### src/rtl/alu_serial_ctrl.sv
// Bit-serial sequencer for an external 1-bit ALU slice: runs one operand bit per cycle, LSB first.
// Optional feature: define ALU_SEQ_ABORT_EN to add an `abort` input that cancels an op in RUN/DONE.
module alu_serial_ctrl #(
   parameter int WIDTH = 32
) (
   input  logic             clk,
   input  logic             reset,
`ifdef ALU_SEQ_ABORT_EN
   input  logic             abort,
`endif
   input  logic             in_valid,
   output logic             in_ready,
   input  logic [2:0]       in_op,
   input  logic [WIDTH-1:0] in_a,
   input  logic [WIDTH-1:0] in_b,
   output logic             out_valid,
   input  logic             out_ready,
   output logic [WIDTH-1:0] out_result,
   output logic             out_cout,
   output logic             out_ovf,
   output logic             out_zero,
   output logic [2:0]       sl_sel,
   output logic             sl_a,
   output logic             sl_b,
   output logic             sl_cin,
   output logic             sl_invta,
   output logic             sl_invtb,
   input  logic             sl_result,
   input  logic             sl_cout,
   input  logic             sl_ovf
);

   localparam int CW = $clog2(WIDTH);

   localparam logic [1:0] S_IDLE = 2'd0;
   localparam logic [1:0] S_RUN  = 2'd1;
   localparam logic [1:0] S_DONE = 2'd2;

   localparam logic [2:0] OP_ADD  = 3'b000;
   localparam logic [2:0] OP_SUB  = 3'b001;
   localparam logic [2:0] OP_XOR  = 3'b010;
   localparam logic [2:0] OP_SLT  = 3'b011;
   localparam logic [2:0] OP_AND  = 3'b100;
   localparam logic [2:0] OP_NAND = 3'b101;
   localparam logic [2:0] OP_NOR  = 3'b110;
   localparam logic [2:0] OP_OR   = 3'b111;

   logic [1:0]       state;
   logic [CW-1:0]    cnt;
   logic             carry;
   logic [2:0]       op_q;
   logic [WIDTH-1:0] a_q;
   logic [WIDTH-1:0] b_q;
   logic [WIDTH-2:0] res_q;

   logic       run;
   logic       last;
   logic       abort_hit;
   logic       is_arith;
   logic [2:0] dec_sel;
   logic       dec_invta;
   logic       dec_invtb;

`ifdef ALU_SEQ_ABORT_EN
   assign abort_hit = abort;
`else
   assign abort_hit = 1'b0;
`endif

   assign run       = (state == S_RUN);
   assign last      = (cnt == CW'(WIDTH - 1));
   assign is_arith  = (op_q == OP_ADD) || (op_q == OP_SUB) || (op_q == OP_SLT);
   assign in_ready  = (state == S_IDLE);
   assign out_valid = (state == S_DONE);
   assign out_zero  = (out_result == '0);

   // NOTE: every output of this block gets a default first, so no latch is inferred.
   always_comb begin
      dec_sel   = op_q;
      dec_invta = 1'b0;
      dec_invtb = 1'b0;
      case (op_q)
         OP_SUB, OP_SLT: dec_invtb = 1'b1;
         OP_AND, OP_OR: begin
            dec_invta = 1'b1;
            dec_invtb = 1'b1;
         end
         OP_ADD, OP_XOR, OP_NAND, OP_NOR: ;
         default: ;
      endcase
   end

   // The slice only ever sees a live operation; outside RUN everything is held at 0.
   assign sl_sel   = run ? dec_sel : 3'b000;
   assign sl_invta = run & dec_invta;
   assign sl_invtb = run & dec_invtb;
   assign sl_a     = run & a_q[0];
   assign sl_b     = run & b_q[0];
   assign sl_cin   = run & carry;

   // NOTE: sequential state uses non-blocking assignments so every register samples pre-edge values.
   always_ff @(posedge clk) begin
      if (reset) begin
         state      <= S_IDLE;
         cnt        <= '0;
         carry      <= 1'b0;
         op_q       <= OP_ADD;
         a_q        <= '0;
         b_q        <= '0;
         res_q      <= '0;
         out_result <= '0;
         out_cout   <= 1'b0;
         out_ovf    <= 1'b0;
      end else begin
         case (state)
            S_IDLE: begin
               if (in_valid) begin
                  state <= S_RUN;
                  op_q  <= in_op;
                  a_q   <= in_a;
                  b_q   <= in_b;
                  cnt   <= '0;
                  carry <= (in_op == OP_SUB) || (in_op == OP_SLT);
               end
            end
            S_RUN: begin
               if (abort_hit) begin
                  state <= S_IDLE;
                  cnt   <= '0;
                  carry <= 1'b0;
               end else begin
                  a_q   <= a_q >> 1;
                  b_q   <= b_q >> 1;
                  carry <= sl_cout;
                  if (last) begin
                     state    <= S_DONE;
                     cnt      <= '0;
                     carry    <= 1'b0;
                     out_cout <= is_arith & sl_cout;
                     out_ovf  <= ((op_q == OP_ADD) || (op_q == OP_SUB)) & sl_ovf;
                     // SLT sign is sum MSB corrected by overflow, i.e. the true sign of a-b.
                     if (op_q == OP_SLT)
                        out_result <= {{(WIDTH-1){1'b0}}, sl_result ^ sl_ovf};
                     else
                        out_result <= {sl_result, res_q};
                  end else begin
                     res_q[cnt] <= sl_result;
                     cnt        <= cnt + CW'(1);
                  end
               end
            end
            S_DONE: begin
               if (abort_hit || out_ready)
                  state <= S_IDLE;
            end
            default: state <= S_IDLE;
         endcase
      end
   end

endmodule

### config.mk
export PLATFORM = sky130hd
export DESIGN_NAME = alu_serial_ctrl
export DESIGN_NICKNAME = d
export VERILOG_FILES = /design/src/rtl/alu_serial_ctrl.sv
export SDC_FILE = /design/constraint.sdc
export NUM_CORES = 1
export LEC_CHECK = 0
export CORE_MARGIN = 4
export CORE_UTILIZATION = 35
export CTS_CLUSTER_DIAMETER = 80
export DETAILED_ROUTE_END_ITERATION = 12
export GPL_TIMING_DRIVEN = 1
export SLEW_MARGIN = 30
export SYNTH_ARGS = -nofsm -noshare
export SYNTH_HDL_FRONTEND = slang
export SYNTH_SLANG_ARGS = --single-unit
export TNS_END_PERCENT = 10
### constraint.sdc
create_clock -name clk -period 5.1 [get_ports clk]
set_input_delay 0.765 -clock clk [delete_from_list [all_inputs] [get_ports clk]]
set_output_delay 0.765 -clock clk [all_outputs]
set_load 0.03 [all_outputs]
==> results_dict.tcl, run 1 <==
set metrics [dict create \
    num_io_pins 119 \
    synthesis.area_mm2 0.00634 \
    start_util 0.361 \
    track_usage 0.155 \
    tightest_slew_ns 0.936 \
    grt_pass1_wl_mm 25.8 \
    via_per_inst 5.10 \
    yosys.area.top_type_share 0.442 \
    overflow 0 \
    core_area_mm2 0.0175 \
    yosysTopAreaCell "dfxtp_1" \
    grt_antenna_before_repair 0 \
    max_stage_delay_ns 0.66 \
    path_class "flop to primary output" \
    clockRootBuffer "clkbuf_16" \
    area_growth_pct 29.0 \
    port_buffers 118 \
    slew_violations 0 \
    regArea_mm2 0.00280 \
    cts_sinks 140 \
    firstDrtPassIters 6 \
    worstSkewPairLatency_ns 0.41 \
    final_util 0.466 \
    cts_resized 0 \
    synth-seq-cells 140 \
    multi_input_area_mm2 0.00326 \
    routed_wl_mm 15.9 \
    layoutNonFillerInstCount 1012 \
    gp_congestion 0.778 \
    critPathSlowestCell "dfxtp_1" \
    setup_viol 0 \
    worst_setup_path_end_kind "primary output" \
    synth_most_common_cell "nand2_1" \
    status "complete, no violations" \
    antenna_left 0 \
    die_h_um 143 \
    antenna_cells 0 \
    ys_seq_area_frac 0.442 \
    grt_setup_unrepaired "false" \
    async_reset_ff_frac 0 \
    cp.arrival_ns 2.88 \
    tns_ns 0 \
    internal-power_uw 2090 \
    yosysWarnings 0 \
    hpwl_mm 10.6 \
    synth_commonest_cells "164 x nand2_1, 140 x dfxtp_1, 76 x nor2_1" \
    synth_area_leaders "dfxtp_1 44%, a311oi_2 12%, nand2_1 9.7%" \
    nNetsFinal 854 \
    grt_max_degree 88 \
    fin_crit_ns 3.64 \
    hold_viol_final 0 \
    avgRoutedWirePerCell_um 15.7 \
    timing.final.crit_share 0.714 \
    die_w_um 143 \
    syn_avg_cell_area_um2 9.17 \
    place_inst 981 \
    skew_ns 0.00696 \
    p_sw_uw 627 \
    dpl_worst_slack_ns 1.87 \
    drive_gt1_frac 0.122 \
    start_kind "flop" \
    num_rows 48 \
    cp_max_fo 28 \
    switching_share 0.231 \
    p_per_area_mw_per_mm2 332 \
    setup_ws_ns 1.46 \
    required_ns 4.34 \
    pwr-share-clk 0.463 \
    yosysUniqueCellTypes 42 \
    max-clock-path-buffers 2 \
    drt-initial-drc-count 324 \
    yosys_most_used_dff "dfxtp_1" \
    slew_headroom 0.374 \
    cts_tree "built" \
    grt_pass1_vias 5172 \
    pwr-share-comb 0.105 \
    fmax_mhz 275 \
    numCtsBuffers 17 \
    syn_nets 770 \
    pwr-share-seq 0.432 \
    hold_class "flop to flop" \
    p_leak_uw 0.00314 \
    postCtsSetupBuffers 0 \
    fillers 1665 \
    floorplan.die_area_mm2 0.0203 \
    vias 5166 \
    path_clk_slew_ns 0.06 \
    drv_cap 0 \
    synthCells 691 \
    synth_edf_count 0 \
    vdd_drop_max_uv 220 \
    hold_buffers 0 \
    crit_chain "nor2b_4 > buf_4 > and2_1 > clkdlybuf4s50_1" \
    htree_levels 4 \
    drcViolationCount 0 \
]
## metal layers
layer	vias to the layer above	global-route usage	wire, um
met5	-	0	0
met4	0	0.0600	265
met3	20	0.0343	636
met2	97	0.246	7440
met1	2469	0.207	7550
li1	2580	-	-
## final timing paths
kind                          from                     endpoint  slack, ns  depth (start not counted)
max          state[0]$_SDFFE_PP0P_                         sl_a       1.46                          4
min           out_ovf$_SDFFE_PP0P_         out_ovf$_SDFFE_PP0P_       0.47                          2
max reg2reg    cnt[3]$_SDFFE_PP0P_  out_result[12]$_SDFFE_PP0P_       2.26                          5
min reg2reg   out_ovf$_SDFFE_PP0P_         out_ovf$_SDFFE_PP0P_       0.47                          2
## worst max-delay path: cells and delay by family (launching register included)
| family | cells | cell delay [ns] |
|---|---|---|
| buffers and inverters | 2 | 0.99 |
| and+or+nand+nor | 2 | 0.80 |
| DFF | 1 | 0.66 |
## placed cells by master, fill, tap and decap left out, drive strengths merged, types with 2 or more instances in the layout
cell,instances
nand2,164
and3,2
nor3b,4
and3b,5
a21oi,13
a22o,23
clkdlybuf4s50,117
a22oi,4
and4bb,2
nor3,3
bufinv,4
and2,6
dfxtp,140
inv,3
mux2i,35
buf,7
a311oi,63
clkbuf,22
nand3,13
nor4,8
nor4bb,2
nor2,77
nand3b,5
nand2b,37
nand4,5
clkinv,5
nor2b,4
ha,5
## state kept, by name, indices dropped and copies added, names as in the netlist, 2 cells and up
| name | cells |
|---|---|
| a_q | 32 |
| b_q | 32 |
| out_result | 32 |
| res_q | 31 |
| cnt | 5 |
| dec_sel | 3 |
| state | 2 |
## metrics by stage
step | total power (uW) | hold WS, ns | cell area (um2)
after global routing | 2830 | 0.491 | 8170
final | 2720 | 0.466 | 8170
after CTS | 2740 | 0.468 | 8170
after detailed placement | 1480 | 0.454 | 7580
after global placement | 1470 | 0.447 | 7560
after floorplan | 1380 | 0.448 | 6340
## cell type report
cell class              count  area share
repair buffers            124       0.150
multi-input cells         489       0.399
clock buffers              22      0.0543
well taps                 225      0.0344
clock inverters             9      0.0178
inverters                   3     0.00138
flip-flops and latches    140       0.343
## logic make-up after synthesis
group,synth area share
and+or+nand+nor,0.247
AOI/OAI and AO/OA,0.191
adders and majority gates,0.00987
xor gates and xnor gates,0.00277
muxes,0.0553
buffers and inverters,0.0513
DFF,0.442
## power groups by stage
stage	logic [uW]	clock network, uW	registers [uW]
2_1_floorplan	197	0	1190
4_1_cts	287	1280	1170
3_3_place_gp	279	0	1190
6_report	284	1260	1170
3_5_place_dp	287	0	1200
5_1_grt	312	1330	1180
No activity file was read; power rests on OpenSTA's default activity.
==> inputs of run 2 (changes only) <==
- clock period: 5.1 -> 3.05 ns (I/O delays scaled with it)
==> results_dict.tcl, run 2 (synthesized netlist as in run 1, its figures left out) <==
set metrics [dict create \
    gp_congestion 0.774 \
    path_class "flop to primary output" \
    critPathSlowestCell "clkdlybuf4s50_1" \
    crit_chain "nor2b_4 > buf_4 > and2_1 > clkdlybuf4s50_1" \
    nNetsFinal 866 \
    p_per_area_mw_per_mm2 555 \
    grt_setup_unrepaired "false" \
    area_growth_pct 30.7 \
    grt_max_degree 73 \
    skew_ns 0.00724 \
    floorplan.die_area_mm2 0.0203 \
    setup_viol 0 \
    start_kind "flop" \
    antenna_cells 0 \
    hold_viol_final 0 \
    p_leak_uw 0.00320 \
    num_rows 48 \
    cp.arrival_ns 2.33 \
    avgRoutedWirePerCell_um 15.8 \
    overflow 0 \
    cp_max_fo 16 \
    fmax_mhz 358 \
    vias 5265 \
    final_util 0.472 \
    path_clk_slew_ns 0.06 \
    numCtsBuffers 17 \
    hpwl_mm 11.0 \
    cp_num_cells 4 \
    max_stage_delay_ns 0.67 \
    timing.final.crit_share 0.915 \
    clockRootBuffer "clkbuf_16" \
    die_h_um 143 \
    worstSkewPairLatency_ns 0.42 \
    core_area_mm2 0.0175 \
    crit_start "state[1]$_SDFFE_PP0P_" \
    worst_setup_path_end_kind "primary output" \
    num_io_pins 119 \
    die_w_um 143 \
    postCtsSetupBuffers 0 \
    grt_pass1_wl_mm 26.5 \
    fin_crit_ns 2.79 \
    antenna_left 0 \
    cts_sinks 140 \
    reg2reg_from "cnt[2]$_SDFFE_PP0P_" \
    firstDrtPassIters 7 \
    mostFrequentLayoutCells "164 x nand2_1, 140 x dfxtp_1, 117 x clkdlybuf4s50_1" \
    start_util 0.361 \
    drv_cap 0 \
    hp-start "out_ovf$_SDFFE_PP0P_" \
    grt_pass1_vias 5275 \
    top_regs "a_q x32, b_q x32, out_result x32" \
    status "complete, no violations" \
    drive_gt1_frac 0.136 \
    cts_resized 0 \
    slew_headroom 0.560 \
    htree_levels 4 \
    final_common_cell "nand2_1" \
    max-clock-path-buffers 2 \
    hold_class "flop to flop" \
    drt-initial-drc-count 280 \
    cts_tree "built" \
    cp_num_buf_inv 2 \
    tns_ns 0 \
    track_usage 0.160 \
    drcViolationCount 0 \
    hold_buffers 0 \
    reg2reg_depth 7 \
    via_per_inst 5.14 \
    port_buffers 118 \
    tightest_slew_ns 0.660 \
    slew_violations 0 \
    grt_antenna_before_repair 0 \
    cp_top_family "buffers and inverters" \
    required_ns 2.59 \
    vdd_drop_max_uv 414 \
    whs_path_depth 2 \
    routed_wl_mm 16.2 \
]
[run 2: changes by cell type in the layout (fill, tap and decap cells not counted), moves of 2 or more]
cell	before	now
clkbuf_1	5	2
buf_12	0	3
clkinv_2	5	2
buf_4	6	16
nor4bb_4	2	0
clkinvlp_4	0	4
clkbuf_8	0	3
nor4bb_1	0	2
[run 2: layer usage]
layer  vias to the layer above  routed length, um  track usage
met5                         -                  0            0
met3                        21                711       0.0440
met2                       108               7760        0.253
met1                      2530               7520        0.212
met4                         0                226       0.0540
li1                       2606                  -            -
[run 2: cell type report]
class	instances	area, um2
clock inverter	10	139
inverter	3	11.3
clock buffer	22	474
fill	1645	9250
multi-input combinational	489	3220
timing repair buffer	136	1350
tap	225	282
sequential	140	2800
[run 2: power by group]
group	leakage [uW]	switching, uW	internal, uW
Combinational	0.00177	259	235
Clock	0.000288	793	1350
Sequential	0.00114	47.2	1910
Total	0.00320	1100	3500
[run 2: worst paths after layout]
kind	to	slack, ns
max reg2reg	out_result[20]$_SDFFE_PP0P_	0.89
max	sl_cin	0.26
min reg2reg	out_ovf$_SDFFE_PP0P_	0.47
min	out_ovf$_SDFFE_PP0P_	0.47
[run 2: per-stage QoR]
step                setup WS [ns]  cells  instance area (um2)  total power, uW  hold slack [ns]
global route                0.157   1025                 8280             4760            0.490
global placement            0.745    993                 7670             2480            0.447
finish                      0.260   1025                 8280             4590            0.471
floorplan                    1.23    691                 6340             2310            0.448
detailed placement          0.674    993                 7670             2500            0.458
CTS                         0.224   1025                 8280             4630            0.472
[run 2: worst reg2reg max path: cells and delay by family (launching register included)]
kind / cells / cell delay, ns
flops: 1 / 0.64
simple gates: 3 / 0.50
buf+inv: 2 / 0.49
fa+ha+maj: 1 / 0.27
compound gates: 1 / 0.20
